$ cat src/rtl/m_load_unit_pkg.sv
// m_load_unit_pkg: load op encodings, address-map bounds and the load legality check
package m_load_unit_pkg;

    typedef enum logic [2:0] {
        LD_W  = 3'd0,
        LD_H  = 3'd1,
        LD_HU = 3'd2,
        LD_B  = 3'd3,
        LD_BU = 3'd4
    } ld_op_e;

    typedef enum logic [1:0] {S_IDLE, S_WAIT, S_HOLD, S_DRAIN} ld_state_e;

    localparam logic [31:0] DM_HI  = 32'h0000_2FFF;
    localparam logic [31:0] TC0_LO = 32'h0000_7F00;
    localparam logic [31:0] TC0_HI = 32'h0000_7F0B;
    localparam logic [31:0] TC1_LO = 32'h0000_7F10;
    localparam logic [31:0] TC1_HI = 32'h0000_7F1B;
    localparam logic [31:0] IG_LO  = 32'h0000_7F20;
    localparam logic [31:0] IG_HI  = 32'h0000_7F23;

    // Timers only accept whole-word accesses; unknown op codes are never legal.
    function automatic logic ld_legal(input logic [2:0] op, input logic [31:0] a);
        logic in_tc;
        logic in_map;
        in_tc  = (a >= TC0_LO && a <= TC0_HI) || (a >= TC1_LO && a <= TC1_HI);
        in_map = a <= DM_HI || in_tc || (a >= IG_LO && a <= IG_HI);
        return in_map && (op == LD_W ? a[1:0] == 2'b00 :
                          (op == LD_H || op == LD_HU) ? !a[0] && !in_tc :
                          (op == LD_B || op == LD_BU) && !in_tc);
    endfunction

endpackage

$ cat src/rtl/m_load_unit_ext.sv
// m_load_ext: selects the addressed byte/halfword/word of a raw word and extends it
module m_load_ext
    import m_load_unit_pkg::*;
(
    input  logic [2:0]  op,
    input  logic [1:0]  lo,
    input  logic [31:0] raw,
    output logic [31:0] data
);

    logic [15:0] h;
    logic [7:0]  b;

    always_comb begin
        h    = lo[1] ? raw[31:16] : raw[15:0];
        b    = lo[0] ? h[15:8] : h[7:0];
        data = op == LD_H  ? {{16{h[15]}}, h} :
               op == LD_HU ? {16'h0000, h} :
               op == LD_B  ? {{24{b[7]}}, b} :
               op == LD_BU ? {24'h00_0000, b} : raw;
    end

endmodule

$ cat src/rtl/m_load_unit.sv
// m_load_unit: M-stage load engine issuing one bridge read per load and holding the extended result
module m_load_unit
    import m_load_unit_pkg::*;
#(
    parameter int TIMEOUT = 16
) (
    input  logic        clk,
    input  logic        reset,
    input  logic        ld_valid,
    input  logic [2:0]  ld_op,
    input  logic [31:0] ld_addr,
    input  logic        flush,
    input  logic        pipe_adv,
    output logic        bus_req,
    output logic [31:0] bus_addr,
    input  logic        bus_ack,
    input  logic [31:0] bus_rdata,
    output logic        ld_stall,
    output logic        ld_done,
    output logic [31:0] ld_data,
    output logic        exc_adel
);

    localparam int CW = $clog2(TIMEOUT);
    localparam logic [CW-1:0] CMAX = CW'(TIMEOUT - 1);

    ld_state_e   state;
    logic [CW-1:0] cnt;
    logic [2:0]  op_q;
    logic [1:0]  lo_q;
    logic [31:0] ext;
    logic        legal;
    logic        cnt_max;

    m_load_ext u_ext (
        .op   (op_q),
        .lo   (lo_q),
        .raw  (bus_rdata),
        .data (ext)
    );

    assign legal    = ld_legal(ld_op, ld_addr);
    assign cnt_max  = cnt == CMAX;
    assign bus_req  = state == S_WAIT;
    assign ld_stall = state == S_WAIT || state == S_DRAIN;
    assign ld_done  = state == S_HOLD;
    assign exc_adel = (state == S_IDLE && ld_valid && !legal) ||
                      (state == S_WAIT && !flush && !bus_ack && cnt_max);

    // cnt defaults to zero so it clears on every state entry and only counts while it stays put
    always_ff @(posedge clk or negedge reset) begin
        if (!reset) begin
            state    <= S_IDLE;
            cnt      <= '0;
            op_q     <= '0;
            lo_q     <= '0;
            bus_addr <= '0;
            ld_data  <= '0;
        end else begin
            cnt <= '0;
            case (state)
                S_IDLE: begin
                    if (ld_valid && legal && !flush) begin
                        state    <= S_WAIT;
                        op_q     <= ld_op;
                        lo_q     <= ld_addr[1:0];
                        bus_addr <= {ld_addr[31:2], 2'b00};
                    end
                end
                S_WAIT: begin
                    if (flush)
                        state <= bus_ack ? S_IDLE : S_DRAIN;
                    else if (bus_ack) begin
                        state   <= S_HOLD;
                        ld_data <= ext;
                    end else if (cnt_max)
                        state <= S_IDLE;
                    else
                        cnt <= cnt + CW'(1);
                end
                S_HOLD: begin
                    if (flush || pipe_adv)
                        state <= S_IDLE;
                end
                S_DRAIN: begin
                    if (bus_ack || cnt_max)
                        state <= S_IDLE;
                    else
                        cnt <= cnt + CW'(1);
                end
                default: state <= S_IDLE;
            endcase
        end
    end

endmodule
$ cat config.mk
export PLATFORM = sky130hd
export DESIGN_NAME = m_load_unit
export DESIGN_NICKNAME = d
export VERILOG_FILES = /design/src/rtl/m_load_unit_pkg.sv /design/src/rtl/m_load_unit_ext.sv /design/src/rtl/m_load_unit.sv
export SDC_FILE = /design/constraint.sdc
export NUM_CORES = 1
export LEC_CHECK = 0
export BUFFER_PORTS_ARGS = -buffer_cell sky130_fd_sc_hd__clkbuf_2
export CELL_PAD_IN_SITES_DETAIL_PLACEMENT = 0
export CELL_PAD_IN_SITES_GLOBAL_PLACEMENT = 1
export CORE_AREA = 4 4 98 118
export CTS_CLUSTER_DIAMETER = 200
export DETAILED_ROUTE_END_ITERATION = 8
export DIE_AREA = 0 0 102 122
export PLACE_DENSITY = 0.84
export RECOVER_POWER = 100
export SYNTH_ARGS = -nofsm -noshare
export SYNTH_HDL_FRONTEND = slang
export SYNTH_SLANG_ARGS = --single-unit
$ cat constraint.sdc
create_clock -name clk -period 2.55 [get_ports clk]
set_clock_uncertainty 0.1 [all_clocks]
set_input_delay 0.255 -clock clk [delete_from_list [all_inputs] [get_ports clk]]
set_output_delay 0.255 -clock clk [all_outputs]
set_load 0.05 [all_outputs]
======== Word level (Yosys, flattened, before mapping) ========
Cells that the tools add are included.
operators by class
  reductions and logical operators ........ 33
  eq/ne operators ......................... 16
  add/sub/neg operators ................... 1
  bitwise logic cells ..................... 1
  magnitude comparators ................... 7
  mux-type cells .......................... 21
operators by type and width
  cell                    number
  $mux W32                4
  $ge A32 B15 Y1 const B  3
  $le A32 B15 Y1 const B  3
  $le A32 B14 Y1 const B  1
  $mux W16                1
  $mux W4                 4
  $mux W2                 7
  $logic_and A1 B1 Y1     13
  $eq A3 B2 Y1 const B    4
  $logic_or A1 B1 Y1      9
  $mux W8                 1
  $pmux W2 S4             1
  $pmux W4 S2             1
  $eq A3 B1 Y1 const B    2
  $eq A3 B3 Y1 const B    2
  $ne A2 B1 Y1 const B    3
  $logic_not A1 Y1        5
  $add A4 B1 Y4 const B   1
  $eq A2 B2 Y1 const B    2
  $eq A4 B4 Y1 const B    1
  $logic_not A2 Y1        2
  $ne A4 B2 Y1 const B    1
  $reduce_and A4 Y1       1
  $logic_not A3 Y1        1
  5 further kinds         6
word-level totals
  flip-flop bits (word level) ............. 73
  output and inout port bits .............. 68
  input bits .............................. 73

======== Longest topological paths before layout ========
  depth in word-level cells ............... 12
  gate-level depth with buffers ........... 8
  depth with buffers taken out ............ 5

======== Hierarchy ========
A second synthesis with hierarchy kept.
unflattened totals
  cell total of the unflattened synthesis .. 335
  area, all modules ....................... 3987.6 sq um
modules (own cells, without submodules)
  module       area an instance (sq um)  cells an instance  instances  seq. area each (sq um)
  m_load_unit  2939.1                    203                1          1826.8
  m_load_ext   1048.5                    132                1          0.0

======== Worst setup path after synthesis ========
OpenSTA, ideal clock, no wires.
  path type ............................... input port to output port
  start ................................... input ld_addr[2]
  end ..................................... output exc_adel
  cell stages on the path ................. 5
  data arrival time ....................... 1.963 ns
  slack ................................... 0.232 ns
  cell sequence ........................... a21o_1 or4b_2 nand3_1 nor3_1 o22ai_1
between the ends
  cells in the longest elaborated chain, start to end .. 11
  elaborated cells between the ends (all ways) .. 22
ends and longest elaborated chain
  item                                              line                                          text
  start: declaration                                m_load_unit.sv:11                             input logic [31:0] ld_addr,
  $ge A32 B15 Y1 or $le A32 B15 Y1 (tied branches)  m_load_unit_pkg.sv:26                         in_tc = (a >= TC0_LO && a <= TC0_HI) || (a >= TC1_LO && a <= TC1_HI);
  $logic_and A1 B1 Y1                               m_load_unit_pkg.sv:26
  $logic_or A1 B1 Y1                                m_load_unit_pkg.sv:26
  $logic_not A1 Y1                                  m_load_unit_pkg.sv:29, m_load_unit_pkg.sv:30
  $logic_and A1 B1 Y1 (on tied branches)            m_load_unit_pkg.sv:30, m_load_unit_pkg.sv:29
  $mux W1                                           m_load_unit_pkg.sv:29                         (op == LD_H || op == LD_HU) ? !a[0] && !in_tc :
  $mux W1                                           m_load_unit_pkg.sv:28                         return in_map && (op == LD_W ? a[1:0] == 2'b00 :
  $logic_and A1 B1 Y1 *                             m_load_unit_pkg.sv:28
  $logic_not A1 Y1 *                                m_load_unit.sv:47                             assign exc_adel = (state == S_IDLE && ld_valid && !legal) ||
  $logic_and A1 B1 Y1 *                             m_load_unit.sv:47
  $logic_or A1 B1 Y1 *                              m_load_unit.sv:47
  end: declaration                                  m_load_unit.sv:21                             output logic exc_adel
Mark *: on every way between the ends. The rest lies on a longest branch, timed or not.

======== Final worst setup path ========
  start ................................... register state[1]
  end ..................................... register op_q[0]
between the ends
  cells in the longest elaborated chain, start to end .. 2
ends and longest elaborated chain
  item                         line               text
  start: declaration           m_load_unit.sv:27  ld_state_e state;
  start signal: assignment     m_load_unit.sv:72  state <= bus_ack ? S_IDLE : S_DRAIN;
  $logic_not A2 Y1             m_load_unit.sv:61  case (state)
  $reduce_and A2 Y1 (no line)  -
  end signal: assignment       m_load_unit.sv:65  op_q <= ld_op;
  end: declaration             m_load_unit.sv:29  logic [2:0] op_q;
No other way between the ends.
A chain may end at the register's enable or synchronous reset.

==> run_results.csv <==
group,metric,value,unit
logic_synthesis,synth-seq-area-share,51.4,%
final_layout,area_growth,27.5,%
global_routing,track_usage,15.9,%
clock_tree,clock_path_buffers,2,
floorplan,ios,141,
job,cap_violations,1,
final_layout,multi_input_area,1550,sq um
logic_synthesis,synth_area,3560,sq um
run_status,status,"complete, but fails checks",
floorplan,initial_core_util,34.0,%
timing,finalSetupViolations,0,
routing,antenna_left,0,
floorplan,fp.dieW,102,microns
routing,highest_layer,"met4",
logic_synthesis,synthCells,327,
routing,route.met2.wl,4.54,mm
clock_tree,cts_sinks,73,
clock_tree,insertion_delay,0.33,ns
logic_synthesis,synth.avg_cell_area,10.9,sq um
pwr,switchingPower,849,uW
logic_synthesis,synthTopCellsByArea,"dfrtp_1 51%, mux2_4 5.5%, mux4_2 5.1%",
final_layout,fillers,1067,
pwr,combPwrFrac,15.5,%
routing,drt-initial-drc-count,102,
final_layout,drive_above_1_share,24.9,%
global_routing,antenna_found_initial,0,
routing,post_drt_wl_per_cell,16.6,microns
pwr,p_seq_share,41.9,%
run_status,failed_checks,"capacitance limit, slew limit",
clock_tree,cts_tree,"done",
setup_path,critPathMaxFanout,15,
setup_path,cp.arrival,2.32,ns
floorplan,die_h,122,microns
timing,hold_viol_final,0,
routing,vias_per_cell,5.20,
logic_synthesis,yosysMostFrequentCell,"dfrtp_1",
pwr,power_density,659,nW/um^2
setup_path,worst_path_most_repeated_cell,"nor2_1",
routing,wirelength,9.92,mm
floorplan,core,10500,sq um
final_layout,nets,540,
logic_synthesis,synth-seq-cells,73,
logic_synthesis,synth_edf_count,0,
timing,period_needed,2.21,ns
logic_synthesis,synth_commonest_cells,"73 x dfrtp_1, 46 x nor2_1, 32 x nand2_1, 19 x and2_1, 15 x a21oi_1",
logic_synthesis,yosysTopAreaCell,"dfrtp_1",
setup_path,path_class,"reg2reg",
timing,slew_violations,74,
routing,wl_met1,4.21,mm
global_routing,grt_max_degree,74,
clock_tree,cts-buffers-inserted,9,
timing,rsz0062_at_grt,"no",
clock_tree,cts-root-buf,"clkbuf_16",
pwr,p_clk_share,42.6,%
routing,dr.pass1.iters,5,
final_layout,n_antenna_cell,0,
global_routing,overflow,0,
timing,max_freq,453,MHz
final_layout,final-seq-area,1830,sq um
setup_path,setup.worst_path.start_class,"register",
global_routing,grt_pass1_wl,15.4,mm
pwr,vdd_drop_max,264,uV
setup_path,path_cells,"clkbuf_1, nor2_1, nand2_1, nor2_1, or4b_1, clkbuf_2, mux2_1",
setup_path,critPathTopFamily,"simple AND/OR/NAND/NOR gates",
global_routing,grt_pass1_vias,3128,
floorplan,rows,41,
logic_synthesis,ys_async_sr_fraction,100,%
clock_tree,clk_pin_slew,0.06,ns
pwr,internal_power,2.14,mW
placement,portBuffers,138,
placement,gp_congestion,0.825,
routing,route.detailed.drc,0,
logic_synthesis,synth_cell_types,50,
routing,dr_total_vias,3113,
clock_tree,cts_htree_levels,3,
timing,worst_slew_pin_slew,1.82,ns
setup_path,max_stage_delay,0.46,ns
routing,wl_met3,919,microns
logic_synthesis,netlist.area_leader.share,51.4,%
floorplan,dieArea,12400,sq um
setup_path,end_kind,"register",
placement,dp_hpwl,7.55,mm
logic_synthesis,yosysWarnings,0,
hold_path,worst_hold_path_type,"in2reg",
clock_tree,cts_setup_buffers,0,
timing,fin_crit_sh,86.5,%
timing,timing.hold.ws,0.0499,ns
timing,max_slew_margin,-21.1,%
pwr,sw_frac_of_total,28.4,%
setup_path,required,2.66,ns
pwr,leakagePower,2.19,nW
timing,fin_tns_setup,0,ns
setup_path,cp.buffers_inverters,2,
logic_synthesis,synth_ff_type,"dfrtp_1",
setup_path,cp_slowest_cell,"or4b_1",
## kinds of logic after synthesis
group | synth area share (%)
AND/OR/NAND/NOR | 15.6
flip-flops | 51.4
AO/OA/AOI/OAI | 14.0
multiplexers | 13.0
buffers and inverters | 3.97
XOR/XNOR | 0.985
adder cells (fa/ha/maj) | 0.985
other | 0.105
## sequential cells by signal, indices dropped and copies added, names as in the netlist
register	flops
ld_data	32
bus_addr	30
cnt	4
op_q	3
lo_q	2
state	2
## timing repair
| item | CTS | global route |
|---|---|---|
| endpoints found under the setup margin | 0 | 5 |
| hold buffers | 0 | 0 |
| gates resized for setup | 0 | 1 |
## placed cells by master, fill, tap and decap left out, types with 2 or more instances in the layout
master     instances
buf_4              7
conb_1             2
o31ai_1            9
clkinv_2           3
and2_1            11
nand4_1            2
dfrtp_1           73
a211oi_1           9
a22oi_1            8
mux2_2             6
nor3_2             2
a21oi_1           15
nor2_1            46
nand2_1           32
mux4_2             8
nand3_1            2
o211ai_1           2
clkbuf_1          66
nor4_1             2
xnor2_1            3
o22ai_1            9
clkbuf_16          9
inv_1              6
mux2i_1            2
mux2_1            13
clkbuf_2          74
clkbuf_8           2
a221oi_1           7
and2_0             9
ha_1               2
o21ai_0            4
o41ai_1            2
nor3_1             4
## area by class of cell
cell class	instances	area share, %
Sequential cell	73	40.3
Multi-Input combinational cell	228	34.1
Timing Repair Buffer	147	14.8
Clock buffer	11	5.57
Tap cell	129	3.56
Clock inverter	5	1.19
Inverter	6	0.496
## power groups by stage
stage,registers [mW],clock network (mW),logic [mW]
2_1_floorplan,1.46,0,0.103
3_3_place_gp,1.27,0,0.479
3_5_place_dp,1.27,0,0.484
4_1_cts,1.25,1.30,0.485
5_1_grt,1.26,1.34,0.500
6_report,1.25,1.27,0.464
## worst reg2reg max path, stage by stage, from the launching register on
cell,delay [ns]
dfrtp_1,0.40
clkbuf_1,0.19
nor2_1,0.15
nand2_1,0.08
nor2_1,0.09
or4b_1,0.46
clkbuf_2,0.25
mux2_1,0.36
## stage by stage
stage	utilization (%)	std cells	power [mW]	setup slack, ns	instance area, sq um
after floorplan	-	328	1.57	0.232	3560
after global placement	41.7	583	1.75	0.152	4360
after detailed placement	41.7	583	1.76	0.128	4360
after CTS	44.6	599	3.04	0.172	4670
after global routing	43.4	599	3.10	0.181	4540
final	43.4	599	2.99	0.345	4540
## layer usage
layer  vias up  global-route usage, %
met5         -                      0
met4         0                   7.79
met3        20                   3.72
met2       160                   25.0
met1      1476                   20.4
li1       1457                      -
## path summary, 6_finish.rpt
kind	startpoint	endpoint	slack, ns	cells past startpoint
min in group asynchronous	reset	ld_data[16]	0.30	1
max reg2reg	state[1]	op_q[0]	0.34	7
min	ld_addr[6]	bus_addr[6]	0.05	2
max	state[1]	op_q[0]	0.34	7
max in group asynchronous	reset	ld_data[24]	0.95	1
min reg2reg	cnt[0]	cnt[0]	0.37	1
Note: power is estimated with default switching activity, not from simulation.
